**src/rtl/clk_div_monitor_if.sv**
```systemverilog
// clk_div_monitor_if: enable, divided clock under test and monitor results
interface clk_div_monitor_if #(
    parameter int CNT_W = 4
);
    logic             en;
    logic             clk_in;
    logic [CNT_W-1:0] half_period;
    logic             meas_valid;
    logic             locked;
    logic             err;
    logic             stall;
    logic [7:0]       err_count;

    modport master (
        output en, clk_in,
        input  half_period, meas_valid, locked, err, stall, err_count
    );

    modport slave (
        input  en, clk_in,
        output half_period, meas_valid, locked, err, stall, err_count
    );
endinterface

```
**src/rtl/clk_div_monitor.sv**
```systemverilog
// clk_div_monitor: measures toggle intervals of a clk-synchronous divided clock
// against DIV+-TOL, tracking lock, mismatch errors and stalls
module clk_div_monitor #(
    parameter int DIV    = 2,
    parameter int TOL    = 0,
    parameter int LOCK_N = 3,
    parameter int CNT_W  = $clog2(2*DIV+TOL+2)+1
) (
    input logic             clk,
    input logic             reset,
    clk_div_monitor_if.slave m
);
    localparam logic [1:0] IDLE = 2'd0, ACQ = 2'd1, LOCK = 2'd2;
    localparam int GW = $clog2(LOCK_N+1);
    localparam logic [CNT_W-1:0] MAX = '1;
    localparam logic [CNT_W:0] LO = (CNT_W+1)'(DIV);
    localparam logic [CNT_W:0] HI = (CNT_W+1)'(DIV+TOL);
    localparam logic [CNT_W:0] TW = (CNT_W+1)'(TOL);

    logic [1:0]       state;
    logic [CNT_W-1:0] cnt;
    logic [GW-1:0]    good;
    logic             clk_in_q, tog, active, meas, ok, stall_hit, err_set;

    // TOL is added to cnt rather than subtracted from DIV so TOL>=DIV cannot underflow
    always_comb begin
        tog       = m.clk_in != clk_in_q;
        active    = state != IDLE;
        meas      = active && tog;
        ok        = ({1'b0, cnt} + TW >= LO) && ({1'b0, cnt} <= HI) && !m.stall;
        stall_hit = active && !tog && cnt == MAX - CNT_W'(1);
        err_set   = (meas && !ok && !m.stall) || stall_hit;
    end

    always_ff @(posedge clk) begin
        if (!reset) begin
            state         <= IDLE;
            cnt           <= CNT_W'(1);
            clk_in_q      <= m.clk_in;
            good          <= '0;
            m.half_period <= '0;
            m.meas_valid  <= 1'b0;
            m.locked      <= 1'b0;
            m.err         <= 1'b0;
            m.stall       <= 1'b0;
            m.err_count   <= '0;
        end else begin
            clk_in_q     <= m.clk_in;
            m.meas_valid <= m.en && meas;
            m.err        <= m.en && err_set;
            if (m.en && err_set && m.err_count != 8'hff)
                m.err_count <= m.err_count + 8'd1;
            if (!m.en) begin
                state    <= IDLE;
                cnt      <= CNT_W'(1);
                good     <= '0;
                m.locked <= 1'b0;
                m.stall  <= 1'b0;
            end else begin
                cnt     <= tog ? CNT_W'(1) : (cnt == MAX ? cnt : cnt + CNT_W'(1));
                m.stall <= stall_hit || (m.stall && !tog);
                if (meas)
                    m.half_period <= cnt;
                if (!active) begin
                    state <= tog ? ACQ : IDLE;
                end else if (stall_hit || (meas && !ok)) begin
                    state    <= ACQ;
                    good     <= '0;
                    m.locked <= 1'b0;
                end else if (meas && state == ACQ) begin
                    good <= good + GW'(1);
                    if (good == GW'(LOCK_N-1)) begin
                        state    <= LOCK;
                        m.locked <= 1'b1;
                    end
                end
            end
        end
    end
endmodule

```
**src/flat_wrapper.sv**
```systemverilog
// flat-port wrapper written by rule: the top's interface ports become plain ports
module clk_div_monitor_flat 
#(
    parameter int DIV    = 2,
    parameter int TOL    = 0,
    parameter int LOCK_N = 3,
    parameter int CNT_W  = $clog2(2*DIV+TOL+2)+1
)
  (clk, reset, m_en, m_clk_in, m_half_period, m_meas_valid, m_locked, m_err, m_stall, m_err_count);
  clk_div_monitor_if #(.CNT_W(CNT_W)) m_i ();
  input logic clk;
  input logic reset;
  input wire logic [$bits(m_i.en)-1:0] m_en;
  input wire logic [$bits(m_i.clk_in)-1:0] m_clk_in;
  output wire logic [$bits(m_i.half_period)-1:0] m_half_period;
  output wire logic [$bits(m_i.meas_valid)-1:0] m_meas_valid;
  output wire logic [$bits(m_i.locked)-1:0] m_locked;
  output wire logic [$bits(m_i.err)-1:0] m_err;
  output wire logic [$bits(m_i.stall)-1:0] m_stall;
  output wire logic [$bits(m_i.err_count)-1:0] m_err_count;
  assign m_i.en = m_en;
  assign m_i.clk_in = m_clk_in;
  assign m_half_period = m_i.half_period;
  assign m_meas_valid = m_i.meas_valid;
  assign m_locked = m_i.locked;
  assign m_err = m_i.err;
  assign m_stall = m_i.stall;
  assign m_err_count = m_i.err_count;
  clk_div_monitor #(.DIV(DIV), .TOL(TOL), .LOCK_N(LOCK_N), .CNT_W(CNT_W)) u_core (.clk(clk), .reset(reset), .m(m_i));
endmodule
```
**config.mk**
```make
export PLATFORM = sky130hd
export DESIGN_NAME = clk_div_monitor_flat
export DESIGN_NICKNAME = d
export VERILOG_FILES = /design/src/rtl/clk_div_monitor_if.sv /design/src/rtl/clk_div_monitor.sv /design/src/flat_wrapper.sv
export SDC_FILE = /design/constraint.sdc
export NUM_CORES = 1
export LEC_CHECK = 0
export ABC_AREA = 1
export BUFFER_PORTS_ARGS = -buffer_cell sky130_fd_sc_hd__buf_2
export CAP_MARGIN = 20
export CORE_MARGIN = 10
export CORE_UTILIZATION = 52
export CTS_BUF_LIST = sky130_fd_sc_hd__clkbuf_8
export CTS_CLUSTER_DIAMETER = 50
export CTS_CLUSTER_SIZE = 28
export DETAILED_ROUTE_END_ITERATION = 10
export PLACE_DENSITY_LB_ADDON = 0.12
export SETUP_SLACK_MARGIN = 0.02
export SYNTH_ARGS = -nofsm -noshare
export SYNTH_HDL_FRONTEND = slang
export SYNTH_SLANG_ARGS = --single-unit
```
**constraint.sdc**
```tcl
create_clock -name clk -period 1.4 [get_ports clk]
set_input_delay 0.35 -clock clk [delete_from_list [all_inputs] [get_ports clk]]
set_output_delay 0.35 -clock clk [all_outputs]
set_load 0.03 [all_outputs]
```
[Yosys cells after proc, flatten, opt, wreduce, memory -nomap -nowiden]
Cells that the tools add are included.
Widths: inputs -> output; s select.
Storage, ports and cells
  bits in registers: 25
  input bits: 4
  output and inout port bits: 16
Cells by class
  add/sub/neg operators: 3
  order comparisons: 2
  equal/unequal tests: 8
  multiplexer cells: 10
  bitwise logic cells: 2
  reductions and logical operators: 27
Operators by type and width (count)
  $logic_and 1x1->1: 12
  $mux 2: 6
  $add 8x1->8 const B: 1
  $eq 4x4->1 const B: 2
  $ne 8x8->1 const B: 1
  $reduce_and 2->1: 4
  $ne 3x3->1 const B: 2
  $reduce_bool 2->1: 3
  $add 4x1->4 const B: 1
  $ge 4x2->1 const B: 1
  $le 4x2->1 const B: 1
  $mux 1: 4
  $logic_not 1->1: 3
  $logic_or 1x1->1: 3
  $reduce_and 3->1: 1
  $reduce_or 3->1: 1
  $add 2x1->2 const B: 1
  $eq 2x1->1 const B: 1
  $eq 2x2->1 const B: 1
  $not 1->1: 2
  $ne 1x1->1: 1

[Depth between registers and ports, before layout]
  depth in word-level cells: 9
  depth in mapped cells: 11

[Worst setup path after synthesis]
Ideal clock, no wire load.
  path kind: reg2reg
  from: register u_core.m.err_count[0]
  to: register u_core.m.err_count[7]
  arrival time: 1.419 ns
  path slack: -0.128 ns
  cell stages (with the launch flop): 11
  path buffers: 0
  clock period less this slack: 1.528 ns
  path through: dfxtp_1 -> ha_1 -> nand2_1 -> nor2_1 -> nand2_1 -> nand2_1 -> nor2_1 -> nand3_1 -> nand2_1 -> inv_1 -> nor2_1
On the way
  longest elaborated chain between the ends: 2
RTL lines
  start, declared: line clk_div_monitor_if.sv:21  | output half_period, meas_valid, locked, err, stall, err_count
  start signal, assigned: line clk_div_monitor.sv:52  | m.err_count <= m.err_count + 8'd1;
  parallel branches: the longest is 2 deep, another holds $add 8x1->8
Several ways; the timed one is not identified.
A chain may end at the register's enable or synchronous reset.

[Final worst setup path]
  from: register u_core.cnt[0]
  to: register u_core.state[1]
On the way
  longest elaborated chain between the ends: 8
RTL lines
  start, declared: line clk_div_monitor.sv:21  | logic [CNT_W-1:0] cnt;
  start signal, assigned: line clk_div_monitor.sv:60  | cnt <= tog ? CNT_W'(1) : (cnt == MAX ? cnt : cnt + CNT_W'(1));
  $ge 4x2->1 / $le 4x2->1 (equally long branches): line clk_div_monitor.sv:30  | ok = ({1'b0, cnt} + TW >= LO) && ({1'b0, cnt} <= HI) && !m.stall;
  $logic_and 1x1->1 (2 in series): line clk_div_monitor.sv:30
  $logic_not 1->1: line clk_div_monitor.sv:66  | end else if (stall_hit || (meas && !ok)) begin
  $logic_and 1x1->1: line clk_div_monitor.sv:66
  $logic_or 1x1->1 (*): line clk_div_monitor.sv:66
  $ne 3x3->1 (no line) / $mux 2 (equally long branches)
  $reduce_and 2->1 (no line) / $mux 2 (equally long branches)
  end signal, assigned: line clk_div_monitor.sv:65  | state <= tog ? ACQ : IDLE;
  end, declared: line clk_div_monitor.sv:20  | logic [1:0] state;
Mark *: on every way between the ends. The rest lies on a longest branch, timed or not.

==> results.tsv <==
metric	value	unit
cp-start-kind	register	
wl_per_cell	11.9	um
drive_gt1_frac	0.330	
initial_utilization	0.531	
drt.antenna.violating_nets	0	
multi_input_area	762	um^2
fin_util	0.695	
cap_violations	0	
ys_ff_latch	25	
setup_violations	0	
design.portCount	20	
clkSinkCount	25	
core_area	2430	um^2
tns	0	ns
path_class	register to register	
die_h	69.9	um
area_growth	30.9	%
cp.arrival	1.50	ns
gp_congestion	0.823	
rows	18	
cts.clk_slew.worst_paths	0.09	ns
synth_top_family_by_area	simple AND/OR/NAND/NOR gates	
hold_violations	0	
drt_wl_total	2980	um
syn_avg_cell_area	6.95	um^2
viasPerCell	5.06	
worst_pin_slew	0.272	ns
fp.dieW	69.9	um
clockRootBuffer	clkbuf_8	
grt_max_degree	15	
maxSlewViolCount	0	
seqCellArea	514	um^2
holdBufCountCts	0	
fin_nets	230	
syn_inst	186	
cp.required	1.58	ns
p_leak	0.747	nW
slew_headroom	0.819	
num_antenna_cells	0	
rsz0062_at_grt	yes	
status	completed	
synth-simple-area-share	0.362	
finalWorstSetupSlack	0.0764	ns
timing.fmax	0.756	GHz
synthAdderAreaFrac	0.0387	
dr.pass1.iters	4	
syn_nets	194	
synth_xor_area_frac	0.00678	
holdCritPathClass	primary input to register	
period_share	0.945	
vias	1269	
fin_crit	1.32	ns
crit_fanout	5	
netlist-cell-type-count	23	
cts_buffers	3	
drtIter0Drc	40	
skew	0.00502	ns
worst_skew_pair.late_latency	0.26	ns
grt_antenna_before_repair	0	
cellPowerDensity	772	nW/um^2
ys_async_sr_fraction	0	
ys_seq_area_frac	0.387	
synth_area	1290	um^2
design.die.area	4880	um^2
yosys_warnings	0	
cts_buffer_depth	2	
fillerInstances	202	
portBuffers	19	
htree_levels	1	
synth_edf_count	0	
grt_pass1_vias	1205	
grt_overflow_total	0	
preCtsSetupSlack	-0.0275	ns
synth_compound_area_frac	0.0803	
synth_ff_type	dfxtp_1	
ir_worst_vdd	0.811	mV
dp_hpwl	2110	um
grtUsageTotal	0.116	
ff2ff_setup_slack	0.08	ns
grt_pass1_wl	5020	um
drc	0	
cts_tree	yes	
muxShareOfSynthArea	0	
cp-end-kind	register	
## where the power goes
group / internal, W / switching, W / leakage, nW
Combinational: 0.0000542 / 0.0000968 / 0.516
Clock: 0.000199 / 0.000224 / 0.0255
Sequential: 0.000721 / 0.0000113 / 0.205
## worst max-delay path: stages (launching register included)
cell and delay (ns):
dfxtp_2 0.34, inv_2 0.04, ha_4 0.16, nand3_4 0.08, nor2_4 0.05, nand2_4 0.13, nand2_2 0.11, buf_4 0.15
a211oi_1 0.17
## what timing repair did
action,in CTS,in global routing
gates resized for setup,4,29
endpoints found under the setup margin,3,15
setup buffers,0,1
pin swaps,1,15
gates cloned,1,0
## final timing paths
path / startpoint / endpoint / cells after the start
min reg2reg: u_core.m.locked / u_core.m.locked / 2
max reg2reg: u_core.cnt[0] / u_core.state[1] / 8
min: m_clk_in / u_core.clk_in_q / 1
max: u_core.cnt[0] / u_core.state[1] / 8
## layer usage
| layer | part of all wire | routed length, um | track usage |
|---|---|---|---|
| met5 | 0 | 0 | 0 |
| met2 | 0.47 | 1400 | 0.195 |
| met3 | 0.059 | 176 | 0.0297 |
| met1 | 0.47 | 1390 | 0.143 |
| met4 | 0.0044 | 13 | 0.0263 |
## kinds of logic after synthesis
| logic type | after synthesis |
|---|---|
| and+or+nand+nor | 100 |
| buffers and inverters | 37 |
| DFF | 25 |
| AOI/OAI and AO/OA | 19 |
| adders and majority gates | 4 |
| xor gates and xnor gates | 1 |
## layout by cell type (no fill, tap or decap)
master and count:
buf_4 15, ha_1 2, nor2_4 3, xnor2_1 1
nand2_2 5, nand3_2 4, nand3_1 8, o21ai_1 1
buf_2 19, nand2_8 1, inv_1 32, a211oi_1 2
dfxtp_1 18, dfxtp_2 5, nand4_1 9, o22ai_1 1
nand2_4 2, ha_4 2, nand2_1 41, a211oi_2 1
inv_2 1, clkbuf_8 3, nor3_2 1, clkinv_2 1
nor2_2 5, nor3_1 2, a21oi_1 13, dfxtp_4 2
nand4_4 1, nor2_1 17, o21ai_0 1, nand3_4 2
## synth_stat cells, drive strengths merged (2+ instances only)
library cell	count	area [um^2]
a211oi	3	22.5
nor2	25	111
buf	2	20.0
o21ai	2	10.0
clkbuf	2	17.5
ha	4	50.1
nand3	14	80.1
nand4	10	68.8
dfxtp	25	500
a21oi	13	65.1
nor3	3	15.0
nand2	48	193
inv	33	124
## sequential cells by signal, indices dropped and copies added (netlist names), 2 cells and up
| signal | flops |
|---|---|
| u_core.cnt | 4 |
| u_core.m.half_period | 4 |
| u_core.m.err_count | 8 |
| u_core.state | 2 |
| u_core.good | 2 |
## per-stage QoR
stage               power (W)  hold WS, ns  std cells  instance area (um^2)
floorplan            0.000840        0.378        186                  1300
global placement     0.000873        0.444        245                  1500
detailed placement   0.000877        0.437        245                  1500
CTS                   0.00131        0.212        250                  1570
global route          0.00137        0.214        251                  1690
finish                0.00131        0.216        251                  1690
## final cells by class
type / count / area share
clock buffer: 3 / 0.0244
clock inverter: 1 / 0.00296
multi-input combinational: 125 / 0.450
tap: 30 / 0.0222
inverter: 33 / 0.0732
sequential: 25 / 0.304
timing repair buffer: 34 / 0.123
No activity file was read; power rests on OpenSTA's default activity.
